File: src/rtl/display_scan_mux.sv
`default_nettype none
// ============================================================================
// Module      : display_scan_mux
// Description : Time-multiplexes a NUM_DIGITS-digit hex value onto a single
//               shared 7-segment decoder. Each digit slot consists of a BLANK
//               phase (all anodes off, suppresses ghosting) followed by a SHOW
//               phase (one anode on, its nibble presented on BinOut).
//
// Parameters  : NUM_DIGITS   (>=2)  number of digits scanned
//               REFRESH_DIV  (>=1)  cycles a digit is lit
//               BLANK_CYCLES (>=0)  dark cycles before each digit
//
// Ports       : Clk        in   system clock, rising edge
//               Reset_n    in   asynchronous active-low reset
//               ValueIn    in   value to display, nibble k -> digit k
//               LoadIn     in   1-cycle strobe, captures ValueIn into shadow
//               DigitEnIn  in   per-digit enable (0 = dark)
//               BinOut     out  nibble for the downstream 7-segment decoder
//               AnodeOut   out  active-low digit selects (one-cold / all-ones)
//               DigitIdx   out  index of the digit owning the current slot
//
// Build option: LEADING_ZERO_BLANK_EN - when defined, digits above the most
//               significant non-zero nibble are forced dark (digit 0 always
//               shown). When undefined no zero-detect logic is built.
//
// Revision    : 1.0 - initial release
// ============================================================================
module display_scan_mux #(
    parameter int NUM_DIGITS   = 4,
    parameter int REFRESH_DIV  = 50000,
    parameter int BLANK_CYCLES = 16
) (
    input  logic                          Clk,
    input  logic                          Reset_n,
    input  logic [4*NUM_DIGITS-1:0]       ValueIn,
    input  logic                          LoadIn,
    input  logic [NUM_DIGITS-1:0]         DigitEnIn,
    output logic [3:0]                    BinOut,
    output logic [NUM_DIGITS-1:0]         AnodeOut,
    output logic [$clog2(NUM_DIGITS)-1:0] DigitIdx
);

    localparam int IDX_W   = $clog2(NUM_DIGITS);
    localparam int CNT_MAX = (REFRESH_DIV > BLANK_CYCLES) ? REFRESH_DIV : BLANK_CYCLES;
    localparam int CNT_W   = $clog2(CNT_MAX + 1);

    localparam logic [IDX_W-1:0] C_LAST_IDX  = IDX_W'(NUM_DIGITS - 1);
    localparam logic [CNT_W-1:0] C_SHOW_LAST = CNT_W'(REFRESH_DIV - 1);
    // Only meaningful when BLANK_CYCLES > 0; the zero case is handled separately.
    localparam logic [CNT_W-1:0] C_BLANK_LAST = CNT_W'((BLANK_CYCLES > 0) ? (BLANK_CYCLES - 1) : 0);
    localparam bit               C_NO_BLANK   = (BLANK_CYCLES == 0);

    typedef enum logic [0:0] {
        ST_BLANK = 1'b0,
        ST_SHOW  = 1'b1
    } state_t;

    // ------------------------------------------------------------------------
    // Registers
    // ------------------------------------------------------------------------
    state_t                    r_state;
    logic [CNT_W-1:0]          r_cnt;
    logic [IDX_W-1:0]          r_idx;
    logic [4*NUM_DIGITS-1:0]   r_shadow;
    logic [3:0]                r_bin;
    logic [NUM_DIGITS-1:0]     r_anode;

    // ------------------------------------------------------------------------
    // Combinational next-state signals
    // ------------------------------------------------------------------------
    state_t                    w_state_nxt;
    logic [CNT_W-1:0]          w_cnt_nxt;
    logic [IDX_W-1:0]          w_idx_nxt;
    logic [IDX_W-1:0]          w_idx_inc;
    logic [IDX_W-1:0]          w_load_idx;
    logic                      w_load;
    logic                      w_all_off;
    logic                      w_dark;
    logic                      w_lz_dark;
    logic [NUM_DIGITS-1:0]     w_anode_load;
    logic [3:0]                w_bin_load;

    assign w_idx_inc = (r_idx == C_LAST_IDX) ? '0 : r_idx + 1'b1;

    // ------------------------------------------------------------------------
    // Shadow register: only a LoadIn strobe updates it, so the scanned value
    // is stable regardless of ValueIn activity.
    // ------------------------------------------------------------------------
    always_ff @(posedge Clk or negedge Reset_n) begin
        if (!Reset_n) begin
            r_shadow <= '0;
        end else if (LoadIn) begin
            r_shadow <= ValueIn;
        end
    end

    // ------------------------------------------------------------------------
    // FSM state register
    // ------------------------------------------------------------------------
    always_ff @(posedge Clk or negedge Reset_n) begin
        if (!Reset_n) begin
            r_state <= ST_BLANK;
            r_cnt   <= '0;
            r_idx   <= '0;
        end else begin
            r_state <= w_state_nxt;
            r_cnt   <= w_cnt_nxt;
            r_idx   <= w_idx_nxt;
        end
    end

    // ------------------------------------------------------------------------
    // FSM next-state logic
    // ------------------------------------------------------------------------
    always_comb begin
        w_state_nxt = r_state;
        w_cnt_nxt   = r_cnt + 1'b1;
        w_idx_nxt   = r_idx;
        w_load_idx  = r_idx;
        w_load      = 1'b0;
        w_all_off   = 1'b0;

        case (r_state)
            ST_BLANK: begin
                // With no blanking the state is only visited once after reset
                // and is left on the first edge.
                if (C_NO_BLANK || (r_cnt == C_BLANK_LAST)) begin
                    w_state_nxt = ST_SHOW;
                    w_cnt_nxt   = '0;
                    w_load      = 1'b1;
                end
            end
            ST_SHOW: begin
                if (r_cnt == C_SHOW_LAST) begin
                    w_cnt_nxt = '0;
                    w_idx_nxt = w_idx_inc;
                    if (C_NO_BLANK) begin
                        // Back-to-back digits: load the next digit directly.
                        w_state_nxt = ST_SHOW;
                        w_load      = 1'b1;
                        w_load_idx  = w_idx_inc;
                    end else begin
                        w_state_nxt = ST_BLANK;
                        w_all_off   = 1'b1;
                    end
                end
            end
            default: begin
                w_state_nxt = ST_BLANK;
                w_cnt_nxt   = '0;
            end
        endcase
    end

    // ------------------------------------------------------------------------
    // Leading-zero suppression: digit k is dark when nibbles k..N-1 of the
    // shadow snapshot are all zero. Digit 0 is never suppressed.
    // ------------------------------------------------------------------------
`ifdef LEADING_ZERO_BLANK_EN
    logic [NUM_DIGITS-1:0] w_upper_zero;

    for (genvar k = 0; k < NUM_DIGITS; k++) begin : g_lz
        if (k == 0) begin : g_lz_d0
            assign w_upper_zero[k] = 1'b0;
        end else begin : g_lz_dk
            assign w_upper_zero[k] = ~|r_shadow[4*NUM_DIGITS-1:4*k];
        end
    end

    assign w_lz_dark = w_upper_zero[w_load_idx];
`else
    assign w_lz_dark = 1'b0;
`endif

    // ------------------------------------------------------------------------
    // Values loaded at the start of a SHOW phase. They read the shadow as it
    // stands before the edge, so a coincident LoadIn affects the next slot.
    // ------------------------------------------------------------------------
    assign w_dark     = ~DigitEnIn[w_load_idx] | w_lz_dark;
    assign w_bin_load = r_shadow[4*w_load_idx +: 4];

    always_comb begin
        w_anode_load             = '1;
        w_anode_load[w_load_idx] = w_dark;
    end

    // ------------------------------------------------------------------------
    // Output registers
    // ------------------------------------------------------------------------
    always_ff @(posedge Clk or negedge Reset_n) begin
        if (!Reset_n) begin
            r_bin   <= 4'h0;
            r_anode <= '1;
        end else if (w_load) begin
            r_bin   <= w_bin_load;
            r_anode <= w_anode_load;
        end else if (w_all_off) begin
            r_anode <= '1;
        end
    end

    assign BinOut   = r_bin;
    assign AnodeOut = r_anode;
    assign DigitIdx = r_idx;

endmodule
`default_nettype wire

File: config.mk
export PLATFORM = sky130hd
export DESIGN_NAME = display_scan_mux
export DESIGN_NICKNAME = d
export VERILOG_FILES = /design/src/rtl/display_scan_mux.sv
export SDC_FILE = /design/constraint.sdc
export NUM_CORES = 1
export LEC_CHECK = 0
export ABC_AREA = 1
export CORE_MARGIN = 4
export CORE_UTILIZATION = 50
export CTS_CLUSTER_SIZE = 25
export DETAILED_ROUTE_END_ITERATION = 16
export PLACE_DENSITY = 0.74
export SYNTH_ARGS = -nofsm -noshare
export SYNTH_HDL_FRONTEND = slang
export SYNTH_SLANG_ARGS = --single-unit
File: constraint.sdc
create_clock -name Clk -period 2.6 [get_ports Clk]
set_clock_uncertainty 0.15 [all_clocks]
set_input_delay 0.52 -clock Clk [delete_from_list [all_inputs] [get_ports Clk]]
set_output_delay 0.52 -clock Clk [all_outputs]
set_load 0.05 [all_outputs]
* Word level (Yosys, flattened, before mapping) *
Cells that the tools add are included.

word-level totals
  flip-flop bits (word level) = 43
  output and inout bits = 10
  word-level logic and storage cells = 37
  memories = 0
  bits in latches = 0
  bits in writable memories = 0
  ROM bits = 0
  bits of input ports = 23

operators by class
  bitwise operators = 4
  muxes and demuxes = 16
  magnitude comparators = 2
  shift-type cells = 1
  divide/modulo/power cells = 0
  reduce and logical (&&, ||, !) cells = 3
  add/sub/neg operators = 2
  equality and inequality tests = 3
  multipliers = 0

operators by type and width
  kind                                                                count
  2-to-1 mux 16 bit                                                   2
  case mux 16 bit (2 select lines)                                    1
  adder 16 x 1 -> 16 bit (second input constant)                      1
  equality test 16 bit (second input constant)                        1
  equality test 16 x 4 -> 1 bit (second input constant)               1
  indexed part select 16 x 5 -> 4 bit                                 1
  2-to-1 mux 4 bit                                                    2
  2-to-1 mux 1 bit                                                    7
  NOT 4 bit                                                           1
  bitwise OR 4 bit                                                    1
  < comparator 2 x 3 -> 1 bit (second input constant)                 1
  adder 2 x 1 -> 2 bit (second input constant)                        1
  binary-select mux 1 bit (select 2 bit)                              1
  demux 1 bit (select 2 bit)                                          1
  equality test 2 bit (second input constant)                         1
  greater-or-equal comparator 2 x 1 -> 1 bit (second input constant)  1
  2-to-1 mux 2 bit                                                    1
  NOT 1 bit                                                           2
  case mux 1 bit (2 select lines)                                     1
  AND reduction 2 bit                                                 1
  nonzero test 2 bit                                                  1
  logical AND 1 bit                                                   1

* Depth between registers and ports, before layout *
  depth in word-level cells = 7
  gate-level depth with buffers = 9
  mapped depth without buffers = 9

* Least setup slack after synthesis *
OpenSTA, ideal clock, no wires.

  path type = reg-to-reg
  from = register r_idx[0], in the netlist DigitIdx[0]
  to = register r_idx[1], in the netlist DigitIdx[1]
  arrival = 1,398 ps
  buffers on the path = 1
  setup slack = 925 ps
  required time = 2,323 ps
  clock period less this slack = 1,675 ps
  cell stages (with the launch flop) = 6
  library setup time = 127 ps
  cell sequence = dfrtp_1 inv_1 clkbuf_8 ha_1 nor2_1 a21oi_1

on the way
  word-level cells in the longest chain between the ends = 2
  elaborated cells on any way between the ends = 3
  classes of those cells = add/sub: 1; eq/ne: 1; mux: 1

RTL lines
  item                                                                RTL line  RTL
  start: declaration                                                  63        logic [IDX_W-1:0] r_idx;
  start signal: assignment                                            108       r_idx <= w_idx_nxt;
  adder 2 x 1 -> 2 bit / equality test 2 bit (equally long branches)  83        assign w_idx_inc = (r_idx == C_LAST_IDX) ? '0 : r_idx + 1'b1;
  2-to-1 mux 2 bit *                                                  83
  net w_idx_inc[1]                                                    74        logic [IDX_W-1:0] w_idx_inc;

The timed path passes the listed nets; every way through them passes the cells marked *.
A chain may end at the register's enable or synchronous reset.

* Final worst setup path *
  from = register r_idx[1], in the netlist DigitIdx[1]
  to = output DigitIdx[1]

RTL lines
  item              RTL line  RTL
  end: declaration  40        output logic [$clog2(NUM_DIGITS)-1:0] DigitIdx

No word-level cell between the ends.

==> flow_summary.ini <==
[outcome]
status = finished, final reports clean

[place]
gp_congestion = 0.862
dp_hpwl_um = 3210
portBuffers = 32

[route]
first_pass_iters = 4
drc = 0
wl_per_cell_um = 11.4
via_per_inst = 4.76
wl_um = 4140
num_vias = 1728
ant_nets = 0
drt_iter0_markers = 50

[setup_path]
slowest_stage = clkdlybuf4s50_1
path_cells = clkdlybuf4s50_1
criticalPathCategory = reg -> out
critPathRequiredTime_ns = 1.93
cp_top_family = buffers and inverters
cp_num_cells = 1
worst-endpoint-arrival_ns = 1.64
critPathMaxFanout = 8
rr_worst_depth = 7
startpoint_type = flip-flop
critPathBufInv = 1
end_kind = primary output
slowest_delay_ns = 0.86

[clocking]
clockBufferDepth = 2
cts_tree = done
post-cts-setup-buffers = 0
cts_repair_resize_count = 0
insertion_delay_ns = 0.29
cts_root_buf = clkbuf_8
htree_levels = 2
clkTransAtPathRegs_ns = 0.08
numCtsBuffers = 5
postCtsHoldBufs = 0
cts.sinks = 43

[floorplan]
coreArea_um2 = 4350
fp.dieW_um = 74.9
num_rows = 24
start_util_pct = 51.5
ios = 33
die_h_um = 74.9
die_area_um2 = 5620

[sta]
period_minus_slack_ns = 2.31
max_freq_mhz = 434
worstMarginPinSlew_ns = 0.874
slew_headroom_pct = 41.7
period_share_pct = 88.7
hold_viol = 0
setup_viol = 0
rsz0062_at_grt = no
drv_slew = 0
finalSetupTns_ns = 0

[global_routing]
grt_pass1_wl_um = 7130
antenna_found_initial = 0
grt_usage_pct = 16.6
overflow = 0
grt_max_degree = 41
grt_pass1_vias = 1666

[pwr]
p_leak_nw = 1.34
ir_drop_mv = 0.322
powerDensity_nw_per_um2 = 477

[layout]
drive_gt1_share_pct = 12.2
final_nets = 338
insertedDiodeCount = 0
postLayoutCoreUtil_pct = 62.2
area_growth_pct = 20.9

[synth]
synth-edff-count = 0
synthTopCellsByCount = nand2_1, nor2_1, dfrtp_1, inv_1, o21ai_0
synth_area_leaders = dfrtp_1, nand2_1, nor2_1
avgSynthCellArea_um2 = 8.21
ys_async_sr_fraction_pct = 100
syn-num-nets = 301
synth-seq-cells = 43
yosysWarnings = 0
netlist-cell-type-count = 28
syn-cell-area_um2 = 2240
synth_cells = 273
synth.most_common_cell = nand2_1
synth_ff_type = dfrtp_1
yosysTopAreaCell = dfrtp_1
ys_seq_area_share_pct = 48.2
synth_top_area_share_pct = 43.6

[hold_path]
hold_class = in -> async

[run]
maxCapViolCount = 0
[cells by family after synthesis]
family	share of synthesized area [%]
compound gates	8.82
xor+xnor	2.35
fa+ha+maj	2.79
buf+inv	8.71
flops	48.2
mux	4.02
simple gates	25.1
[power by group]
part / leakage (nW) / internal [W] / total, W / switching [W]
clock network: 0.0474 / 0.000217 / 0.000446 / 0.000229
logic: 0.766 / 0.0000642 / 0.000136 / 0.0000718
registers: 0.531 / 0.000699 / 0.000712 / 0.0000122
[cell usage in the layout (no fill, tap or decap), types with 2 or more instances in the layout]
master,instances
inv_1,39
buf_4,3
dfstp_2,4
xor2_1,6
dfrtp_1,39
clkdlybuf4s50_1,31
clkbuf_8,6
a21boi_0,4
mux2_2,8
nor2_1,44
nor2_4,2
o21bai_1,2
nor2_2,3
nand3_2,2
ha_1,5
o21ai_0,18
inv_2,3
a21oi_1,11
nand3_1,15
nand2_1,55
[area by class of cell]
| class | instances | area, um2 |
|---|---|---|
| Clock buffer | 6 | 82.6 |
| Fill cell | 372 | 1640 |
| Timing Repair Buffer | 35 | 338 |
| Sequential cell | 43 | 1080 |
| Inverter | 43 | 163 |
| Clock inverter | 2 | 16.3 |
| Tap cell | 52 | 65.1 |
| Multi-Input combinational cell | 182 | 965 |
[path summary, 6_finish.rpt]
check,start,endpoint,slack [ns]
max in group asynchronous,Reset_n,AnodeOut[3]$_DFFE_PN1P_,1.41
min reg2reg,r_cnt[0]$_DFF_PN0_,r_cnt[0]$_DFF_PN0_,0.32
max,DigitIdx[1]$_DFFE_PN0P_,DigitIdx[1],0.29
min,Reset_n,r_cnt[5]$_DFF_PN0_,0.19
min in group Clk,r_cnt[0]$_DFF_PN0_,r_cnt[0]$_DFF_PN0_,0.32
max reg2reg,DigitIdx[0]$_DFFE_PN0P_,AnodeOut[0]$_DFFE_PN1P_,0.92
[stage by stage]
step / setup WS (ns) / total power [W] / area, um2 / hold WS (ns) / cells
6_report: 0.294 / 0.00129 / 2710 / 0.192 / 363
5_1_grt: 0.234 / 0.00135 / 2710 / 0.269 / 363
4_1_cts: 0.277 / 0.00131 / 2710 / 0.220 / 363
3_5_place_dp: 0.522 / 0.000863 / 2610 / 0.309 / 355
3_3_place_gp: 0.538 / 0.000861 / 2610 / 0.299 / 355
2_1_floorplan: 0.925 / 0.000791 / 2240 / 0.0744 / 273
[flip-flops by register name (all words and copies together), names as in the netlist]
signal and count:
r_state 1, BinOut 4, r_cnt 16, r_shadow 16, DigitIdx 2, AnodeOut 4
[worst reg2reg max path: stages, from the launching register on]
cell and delay, ns:
dfrtp_1 0.38, buf_4 0.18, inv_1 0.29, ha_1 0.20
a21boi_0 0.24, nand2_1 0.08, nand2_1 0.07, inv_1 0.04
[metal layers]
layer / global-route usage (%) / up-vias / wire, um
met5: 0 / - / 0
met4: 4.74 / 0 / 32
met3: 3.20 / 2 / 142
met2: 30.4 / 30 / 2060
met1: 19.5 / 774 / 1900
li1: - / 922 / -
Note: power is estimated with default switching activity, not from simulation.
